`config.mk`:
```
export PLATFORM = sky130hd
export DESIGN_NAME = alu_cmd_sequencer_flat
export DESIGN_NICKNAME = d
export VERILOG_FILES = /design/src/rtl/alu_cmd_sequencer_if.sv /design/src/rtl/alu_cmd_sequencer.sv /design/src/flat_wrapper.sv
export SDC_FILE = /design/constraint.sdc
export NUM_CORES = 1
export LEC_CHECK = 0
export CORE_UTILIZATION = 45
export CTS_BUF_LIST = sky130_fd_sc_hd__clkbuf_8
export DETAILED_ROUTE_END_ITERATION = 8
export GPL_ROUTABILITY_DRIVEN = 0
export MAX_ROUTING_LAYER = met4
export PLACE_DENSITY = 0.78
export RECOVER_POWER = 50
export SYNTH_ARGS = -nofsm -noshare
export SYNTH_HDL_FRONTEND = slang
export SYNTH_SLANG_ARGS = --single-unit
```
`constraint.sdc`:
```
create_clock -name clk -period 1.8 [get_ports clk]
set_clock_uncertainty 0.2 [all_clocks]
set_input_delay 0.27 -clock clk [delete_from_list [all_inputs] [get_ports clk]]
set_output_delay 0.27 -clock clk [all_outputs]
set_load 0.005 [all_outputs]
```
`src/rtl/alu_cmd_sequencer_if.sv`:
```
// Byte-stream / ALU / transmitter bundle seen by the command sequencer.
interface alu_cmd_sequencer_if #(
  parameter int WIDTH = 16,
  parameter int FUN_W = 4
);
  logic [7:0]       rx_p_data;
  logic             rx_d_vld;
  logic [WIDTH-1:0] alu_a;
  logic [WIDTH-1:0] alu_b;
  logic [FUN_W-1:0] alu_fun;
  logic             alu_en;
  logic [WIDTH-1:0] alu_out;
  logic             out_valid;
  logic [7:0]       tx_p_data;
  logic             tx_d_vld;
  logic             tx_busy;
  logic             done;
  logic             err;

  modport master (
    input  rx_p_data, rx_d_vld, alu_out, out_valid, tx_busy,
    output alu_a, alu_b, alu_fun, alu_en, tx_p_data, tx_d_vld, done, err
  );

  modport slave (
    output rx_p_data, rx_d_vld, alu_out, out_valid, tx_busy,
    input  alu_a, alu_b, alu_fun, alu_en, tx_p_data, tx_d_vld, done, err
  );
endinterface

```
`src/rtl/alu_cmd_sequencer.sv`:
```
// Collects fun/A/B from the RX byte stream, fires one ALU op, and streams the
// result LSB byte first to the transmitter; aborts with ERR if the ALU stalls.
module alu_cmd_sequencer #(
  parameter int WIDTH   = 16,
  parameter int FUN_W   = 4,
  parameter int TIMEOUT = 4
) (
  input  logic                clk,
  input  logic                rst,
  alu_cmd_sequencer_if.master bus
);
  localparam int NB = WIDTH / 8;
  localparam int MX = (NB > TIMEOUT) ? NB : TIMEOUT;
  localparam int CW = $clog2(MX) + 1;

  typedef enum logic [2:0] {IDLE, GET_A, GET_B, ALU_REQ, ALU_WAIT, TX_SEND} state_t;

  state_t           state, state_n;
  logic [CW-1:0]    byte_cnt, byte_cnt_n, tmo_cnt, tmo_cnt_n;
  logic [WIDTH-1:0] a_q, a_n, b_q, b_n, res_q, res_n, res_sh;
  logic [FUN_W-1:0] fun_q, fun_n;
  logic [7:0]       txd_q, txd_n;
  logic             en_q, en_n, txv_q, txv_n, done_q, done_n, err_q, err_n;
  logic             last_byte;

  assign last_byte = (byte_cnt == CW'(NB - 1));
  // Result is shifted down as bytes go out, so the low byte is always next.
  assign res_sh    = res_q >> 8;

  always_ff @(posedge clk) begin
    if (!rst) begin
      state    <= IDLE;
      byte_cnt <= '0;
      tmo_cnt  <= '0;
      a_q      <= '0;
      b_q      <= '0;
      res_q    <= '0;
      fun_q    <= '0;
      txd_q    <= '0;
      en_q     <= 1'b0;
      txv_q    <= 1'b0;
      done_q   <= 1'b0;
      err_q    <= 1'b0;
    end else begin
      state    <= state_n;
      byte_cnt <= byte_cnt_n;
      tmo_cnt  <= tmo_cnt_n;
      a_q      <= a_n;
      b_q      <= b_n;
      res_q    <= res_n;
      fun_q    <= fun_n;
      txd_q    <= txd_n;
      en_q     <= en_n;
      txv_q    <= txv_n;
      done_q   <= done_n;
      err_q    <= err_n;
    end
  end

  always_comb begin
    state_n    = state;
    byte_cnt_n = byte_cnt;
    tmo_cnt_n  = tmo_cnt;
    a_n        = a_q;
    b_n        = b_q;
    res_n      = res_q;
    fun_n      = fun_q;
    txd_n      = txd_q;
    txv_n      = txv_q;
    en_n       = 1'b0;
    done_n     = 1'b0;
    err_n      = 1'b0;
    case (state)
      IDLE: if (bus.rx_d_vld) begin
        fun_n      = bus.rx_p_data[FUN_W-1:0];
        byte_cnt_n = '0;
        state_n    = GET_A;
      end
      GET_A: if (bus.rx_d_vld) begin
        a_n[8*int'(byte_cnt) +: 8] = bus.rx_p_data;
        byte_cnt_n = last_byte ? '0 : byte_cnt + 1'b1;
        if (last_byte) state_n = GET_B;
      end
      GET_B: if (bus.rx_d_vld) begin
        b_n[8*int'(byte_cnt) +: 8] = bus.rx_p_data;
        byte_cnt_n = last_byte ? '0 : byte_cnt + 1'b1;
        if (last_byte) begin
          en_n    = 1'b1;
          state_n = ALU_REQ;
        end
      end
      ALU_REQ: begin
        tmo_cnt_n = '0;
        state_n   = ALU_WAIT;
      end
      ALU_WAIT: begin
        // A valid result takes priority over a timeout in the same cycle.
        if (bus.out_valid) begin
          res_n      = bus.alu_out;
          txd_n      = bus.alu_out[7:0];
          txv_n      = 1'b1;
          byte_cnt_n = '0;
          state_n    = TX_SEND;
        end else if (tmo_cnt == CW'(TIMEOUT - 1)) begin
          err_n   = 1'b1;
          state_n = IDLE;
        end else begin
          tmo_cnt_n = tmo_cnt + 1'b1;
        end
      end
      TX_SEND: if (!bus.tx_busy) begin
        if (last_byte) begin
          txv_n      = 1'b0;
          done_n     = 1'b1;
          byte_cnt_n = '0;
          state_n    = IDLE;
        end else begin
          byte_cnt_n = byte_cnt + 1'b1;
          res_n      = res_sh;
          txd_n      = res_sh[7:0];
        end
      end
      default: state_n = IDLE;
    endcase
  end

  assign bus.alu_a     = a_q;
  assign bus.alu_b     = b_q;
  assign bus.alu_fun   = fun_q;
  assign bus.alu_en    = en_q;
  assign bus.tx_p_data = txd_q;
  assign bus.tx_d_vld  = txv_q;
  assign bus.done      = done_q;
  assign bus.err       = err_q;
endmodule
```
`src/flat_wrapper.sv`:
```
// flat-port wrapper written by rule: the top's interface ports become plain ports
module alu_cmd_sequencer_flat 
#(
  parameter int WIDTH   = 16,
  parameter int FUN_W   = 4,
  parameter int TIMEOUT = 4
)
  (clk, rst, bus_rx_p_data, bus_rx_d_vld, bus_alu_out, bus_out_valid, bus_tx_busy, bus_alu_a, bus_alu_b, bus_alu_fun, bus_alu_en, bus_tx_p_data, bus_tx_d_vld, bus_done, bus_err);
  alu_cmd_sequencer_if #(.WIDTH(WIDTH), .FUN_W(FUN_W)) bus_i ();
  input  logic clk;
  input  logic rst;
  input wire logic [$bits(bus_i.rx_p_data)-1:0] bus_rx_p_data;
  input wire logic [$bits(bus_i.rx_d_vld)-1:0] bus_rx_d_vld;
  input wire logic [$bits(bus_i.alu_out)-1:0] bus_alu_out;
  input wire logic [$bits(bus_i.out_valid)-1:0] bus_out_valid;
  input wire logic [$bits(bus_i.tx_busy)-1:0] bus_tx_busy;
  output wire logic [$bits(bus_i.alu_a)-1:0] bus_alu_a;
  output wire logic [$bits(bus_i.alu_b)-1:0] bus_alu_b;
  output wire logic [$bits(bus_i.alu_fun)-1:0] bus_alu_fun;
  output wire logic [$bits(bus_i.alu_en)-1:0] bus_alu_en;
  output wire logic [$bits(bus_i.tx_p_data)-1:0] bus_tx_p_data;
  output wire logic [$bits(bus_i.tx_d_vld)-1:0] bus_tx_d_vld;
  output wire logic [$bits(bus_i.done)-1:0] bus_done;
  output wire logic [$bits(bus_i.err)-1:0] bus_err;
  assign bus_i.rx_p_data = bus_rx_p_data;
  assign bus_i.rx_d_vld = bus_rx_d_vld;
  assign bus_i.alu_out = bus_alu_out;
  assign bus_i.out_valid = bus_out_valid;
  assign bus_i.tx_busy = bus_tx_busy;
  assign bus_alu_a = bus_i.alu_a;
  assign bus_alu_b = bus_i.alu_b;
  assign bus_alu_fun = bus_i.alu_fun;
  assign bus_alu_en = bus_i.alu_en;
  assign bus_tx_p_data = bus_i.tx_p_data;
  assign bus_tx_d_vld = bus_i.tx_d_vld;
  assign bus_done = bus_i.done;
  assign bus_err = bus_i.err;
  alu_cmd_sequencer #(.WIDTH(WIDTH), .FUN_W(FUN_W), .TIMEOUT(TIMEOUT)) u_core (.clk(clk), .rst(rst), .bus(bus_i));
endmodule
```
==> out/qor.csv, run 1 <==
metric,value,unit
"top cells by area, synth","dfxtp_1 46%, mux2i_1 16%, nor2_1 7.0%",
vias in the first global route,2590,
TritonCTS Sinks,65,
layout cells sized above 1,29.5,%
P_leak,0.00189,µW
final worst slack,-0.154,ns
# DRC,0,
Worst VDD drop,700,µV
Pwr Density,662,nW/µm²
worst reg-to-reg setup slack,-0.15,ns
routed vias/inst,5.44,
Final Cell Area,4530,µm²
Crit Path Class,register to register,
DP HPWL,4780,µm
Gate power share,10.9,%
cell area after synthesis,2830,µm²
post-synthesis sequential area ratio,46.0,%
first-pass GRT wire length,12100,µm
fmax,512,MHz
Layout area overhead,60.2,%
Critical Path Source Type,register,
Final Max Slew Viols,0,
drt initial violations,145,
Final Hold Vio Count,0,
gr ovfl total,0,
deepest clock path buffer count,2,
"Net count, final",451,
IO Count,77,
Flop pwr share,48.9,%
# H-tree levels,3,
status,finished with violations,
Worst path slowest cell,dfxtp_1,
Internal Power,2250,µW
"Cell Area, Placed",3930,µm²
antenna violations before repair,0,
period utilization,109,%
"commonest non-fill, non-tap cell in the layout",dfxtp_1,
Mapped Nets,335,
# rows,28,
Arrival @ worst endpoint,2.02,ns
final non-filler cell total,496,
clk slew on worst S/H paths,0.08,ns
worst stage delay on the critical path,0.37,ns
R2R cell count,7,
worst hold slack,0.256,ns
crit path from,u_core.state[2],
remaining antenna violation count after routing,0,
setup tns final,-3.81,ns
failing checks,negative setup slack,
cells along the critical path,buf_6 > or2b_1 > a2111oi_4 > buf_4 > buf_12 > nor2_2 > a211oi_2,
Slew headroom,75.6,%
RSZ-0062 raised after global routing,true,
Min-Delay Path Class,register to register,
die width,81.3,µm
Post-Syn Instances,300,
Die Y,81.3,µm
"Max FO, Critical Path",6,
Placeable Area,5990,µm²
largest net degree at the start of global routing,40,
sw frac,24.9,%
"FFs w/ async S/R, synth",0,%
"EDFF count, synth",0,
dominant synthesized flop cell,dfxtp_1,
post-synth top area share,46.0,%
First-pass DRT Iterations,4,
via count,2696,
Synth Warn #,0,
worst path bufs/invs,3,
Total Wirelength,8180,µm
register bit total from synthesis,65,
Avg WL per Cell,16.5,µm
reg-to-reg endpoint,u_core.bus.tx_p_data[0],
"commonest cells after routing, fill and taps aside","63 x dfxtp_1, 51 x clkdlybuf4s50_1, 47 x nor2_1, 44 x mux2i_1, 44 x buf_4",
gr usage total,25.3,%
Antenna diodes,0,
crit-path leading delay family,compound AO/OA/AOI/OAI gates,
average size of a mapped cell,9.43,µm²
leading area contributor after synthesis,dfxtp_1,
switching power,748,µW
worst slew pin tran,0.364,ns
Setup-failing EPs final,44,
Initial Util,47.2,%
worst skew pair latency,0.34,ns
end of the critical path,u_core.bus.tx_p_data[0],
CTS tree,yes,
Final min period,1.95,ns
Clock power frac,40.2,%
Worst Setup End Kind,register,
total CTS buffers,9,
dpl cells,466,
Critical R2R Launch,u_core.state[2],
Netlist cell types,39,
max_cap viols,0,
Root Driver,clkbuf_8,
Worst Path Required,1.87,ns
die area,6610,µm²
IO buf count,76,
WP depth,7,
-- worst min-delay path, delay by kind of cell, from the launching register on --
kind	cells	cell delay (ns)
flip-flops	1	0.31
AND/OR/NAND/NOR	1	0.05
AO/OA/AOI/OAI	1	0.05
-- area by class of cell --
class	instances	area, µm²
well taps	75	93.8
clock buffers	9	124
flip-flops and latches	65	1300
multi-input cells	201	1650
clock inverters	7	62.6
fillers	418	1460
repair buffers	132	1280
inverters	7	26.3
-- registers in the layout, summed over array words and instances (netlist names) --
name                  flops
u_core.tmo_cnt            3
u_core.bus.alu_b         16
u_core.res_q              9
u_core.bus.alu_en         1
u_core.bus.err            1
u_core.byte_cnt           3
u_core.bus.tx_p_data      7
u_core.bus.alu_fun        4
u_core.bus.alu_a         16
u_core.bus.tx_d_vld       1
u_core.bus.done           1
u_core.state              3
-- power by group through the flow --
stage | registers (µW) | logic (µW) | clock network, µW
2_1_floorplan | 1500 | 118 | 0
3_3_place_gp | 1500 | 285 | 0
3_5_place_dp | 1500 | 290 | 0
4_1_cts | 1470 | 309 | 1220
5_1_grt | 1470 | 349 | 1280
6_report | 1470 | 328 | 1210
-- logic make-up (layout without fill, tap and decap cells) --
family	Yosys count	count (layout)	share of synthesized area [%]
buf+inv	34	155	6.01
flops	65	65	46.0
simple gates	100	100	16.9
mux	45	45	15.9
compound gates	50	50	12.5
fa+ha+maj	6	6	2.65
-- repair_timing --
item / CTS / global route
endpoints found under the hold margin: 0 / 0
hold buffers: 0 / 0
endpoints found under the setup margin: 52 / 61
pin swaps: 9 / 14
cloned: 1 / 2
buffers inserted: 4 / 7
resized for setup: 19 / 42
-- routing by layer --
layer,vias up,routed length [µm],GRT usage [%]
met1,1287,3520,29.6
met4,0,221,12.7
li1,1281,-,-
met2,106,3930,40.7
met3,22,507,5.39
met5,-,0,-
-- how the worst min path moves through the flow --
| stage | endpoint | slack, ns | start | cells after the start |
|---|---|---|---|---|
| 6_report | u_core.tmo_cnt[2] | 0.26 | u_core.tmo_cnt[2] | 2 |
| 5_1_grt | u_core.tmo_cnt[2] | 0.28 | u_core.tmo_cnt[2] | 2 |
| 4_1_cts | u_core.tmo_cnt[2] | 0.26 | u_core.tmo_cnt[2] | 2 |
| 3_5_place_dp | u_core.tmo_cnt[2] | 0.25 | u_core.tmo_cnt[2] | 2 |
| 3_3_place_gp | u_core.tmo_cnt[2] | 0.24 | u_core.tmo_cnt[2] | 2 |
| 2_1_floorplan | u_core.bus.err | 0.15 | bus_out_valid | 1 |
-- Yosys cell counts (all sizes together) (5+ instances only) --
cell    number
nand2        8
buf         16
ha           6
a211oi      10
dfxtp       65
mux2i       45
clkbuf      11
a21oi       19
nand3       13
inv          7
nor2        54
o21ai       10
nor3         5
-- through the flow --
step	setup WS [ns]	utilization [%]	power (µW)
2_1_floorplan	-0.0845	-	1620
3_3_place_gp	-0.312	65.6	1780
5_1_grt	-0.250	75.6	3100
3_5_place_dp	-0.352	65.6	1790
6_report	-0.154	75.6	3000
4_1_cts	-0.158	71.4	2990
No activity file was read; power rests on OpenSTA's default activity.
==> run 2, diff against run 1 <==
==> constraint.sdc (replaced) <==
create_clock -name clk -period 1.8 [get_ports clk]
set_clock_uncertainty 0.2 [all_clocks]
set_input_delay 0.27 -clock clk [delete_from_list [all_inputs] [get_ports clk]]
set_output_delay 0.27 -clock clk [all_outputs]
set_load 0.1 [all_outputs]
==> out/qor.csv, run 2 (synthesis gave the netlist of run 1 again) <==
metric,value,unit
drt initial violations,161,
Root Driver,clkbuf_8,
# rows,28,
TritonCTS Sinks,65,
"commonest non-fill, non-tap cell in the layout",dfxtp_1,
gr ovfl total,0,
via count,2699,
largest net degree at the start of global routing,39,
period utilization,116,%
worst skew pair latency,0.34,ns
Die Y,81.3,µm
"Net count, final",453,
RSZ-0062 raised after global routing,true,
P_leak,0.00195,µW
worst slew pin tran,0.568,ns
DP Worst Slack,-0.388,ns
top layer in use,met4,
Pwr Density,652,nW/µm²
final worst slack,-0.282,ns
Arrival @ worst endpoint,2.11,ns
Total Wirelength,8460,µm
Slew headroom,62.3,%
met2 wire len,4410,µm
"Max FO, Critical Path",9,
Crit Path Class,register to register,
layout cells sized above 1,41.8,%
Final Max Slew Viols,0,
Final Hold Vio Count,0,
met3 wire len,516,µm
deepest clock path buffer count,2,
# DRC,0,
fmax,480,MHz
DP HPWL,5540,µm
Worst Path Required,1.82,ns
clk slew on worst S/H paths,0.07,ns
Avg WL per Cell,17.0,µm
remaining antenna violation count after routing,0,
Initial Util,47.2,%
CTS tree,yes,
worst hold slack,0.261,ns
status,finished with violations,
# H-tree levels,3,
Placeable Area,5990,µm²
failing checks,negative setup slack,
Layout Utilization,77.2,%
routed vias/inst,5.42,
Worst VDD drop,501,µV
Layout area overhead,63.4,%
die area,6610,µm²
die width,81.3,µm
vias in the first global route,2694,
met1 WL,3340,µm
first-pass GRT wire length,12600,µm
Setup-failing EPs final,53,
Worst Setup End Kind,register,
gr usage total,26.0,%
Hold Buf Count CTS,0,
Final min period,2.08,ns
First-pass DRT Iterations,5,
total CTS buffers,9,
antenna violations before repair,0,
Critical Path Source Type,register,
max_cap viols,0,
Min-Delay Path Class,register to register,
IO Count,77,
"commonest cells after routing, fill and taps aside","62 x dfxtp_1, 52 x nor2_1, 43 x mux2i_1, 43 x buf_4, 28 x clkdlybuf4s50_1",
Antenna diodes,0,
IO buf count,76,
run 2: cell types whose count changed in the layout (fill, tap and decap cells not counted), moves of 5 or more:
cell,delta
clkbuf_2,+26
clkdlybuf4s50_1,-23
nor2_2,-5
nor2_1,+5
dlygate4sd3_1,-25
buf_12,+24
run 2: area by class of cell:
| type | instances | area [µm²] |
|---|---|---|
| Fill cell | 356 | 1370 |
| Inverter | 7 | 28.8 |
| Timing Repair Buffer | 134 | 1400 |
| Sequential cell | 65 | 1310 |
| Tap cell | 75 | 93.8 |
| Clock inverter | 6 | 35.0 |
| Multi-Input combinational cell | 201 | 1620 |
| Clock buffer | 10 | 138 |
run 2: repair_timing:
item / 4_1_cts / 5_1_grt
resized for setup: 23 / 40
cloned: 1 / 2
setup buffers: 6 / 4
pin swaps: 8 / 21
endpoints found under the setup margin: 55 / 60
run 2: power breakdown:
group          switching, µW  internal (µW)
sequential              14.5           1460
clock                    565            527
combinational            263            187
total                    843           2170
run 2: critical path: stages, from the launching register on:
cell     delay (ns)
dfxtp_1        0.41
buf_6          0.15
or2b_4         0.29
a211o_1        0.34
buf_12         0.16
o21ai_0        0.31
a21oi_2        0.10
run 2: worst paths after layout:
kind,from,end,slack (ns),cells past startpoint
max,u_core.state[2],u_core.res_q[13],-0.28,6
min,u_core.tmo_cnt[2],u_core.tmo_cnt[2],0.26,2
min reg2reg,u_core.tmo_cnt[2],u_core.tmo_cnt[2],0.26,2
max reg2reg,u_core.state[2],u_core.res_q[13],-0.28,6
run 2: metal layers:
layer | GRT usage, % | vias up
li1 | - | 1284
met4 | 9.11 | 0
met2 | 45.9 | 98
met3 | 5.51 | 26
met1 | 28.5 | 1291
met5 | - | -
run 2: per-stage QoR:
stage                     cells  setup TNS, ns  total power [µW]  area [µm²]
after CTS                   494          -4.42              3030        4840
final                       498          -5.72              3010        4620
after global placement      471         -13.17              1930        4480
after detailed placement    471         -16.73              1940        4480
after global routing        498         -10.69              3130        4620
after floorplan             300          -2.90              1720        2880
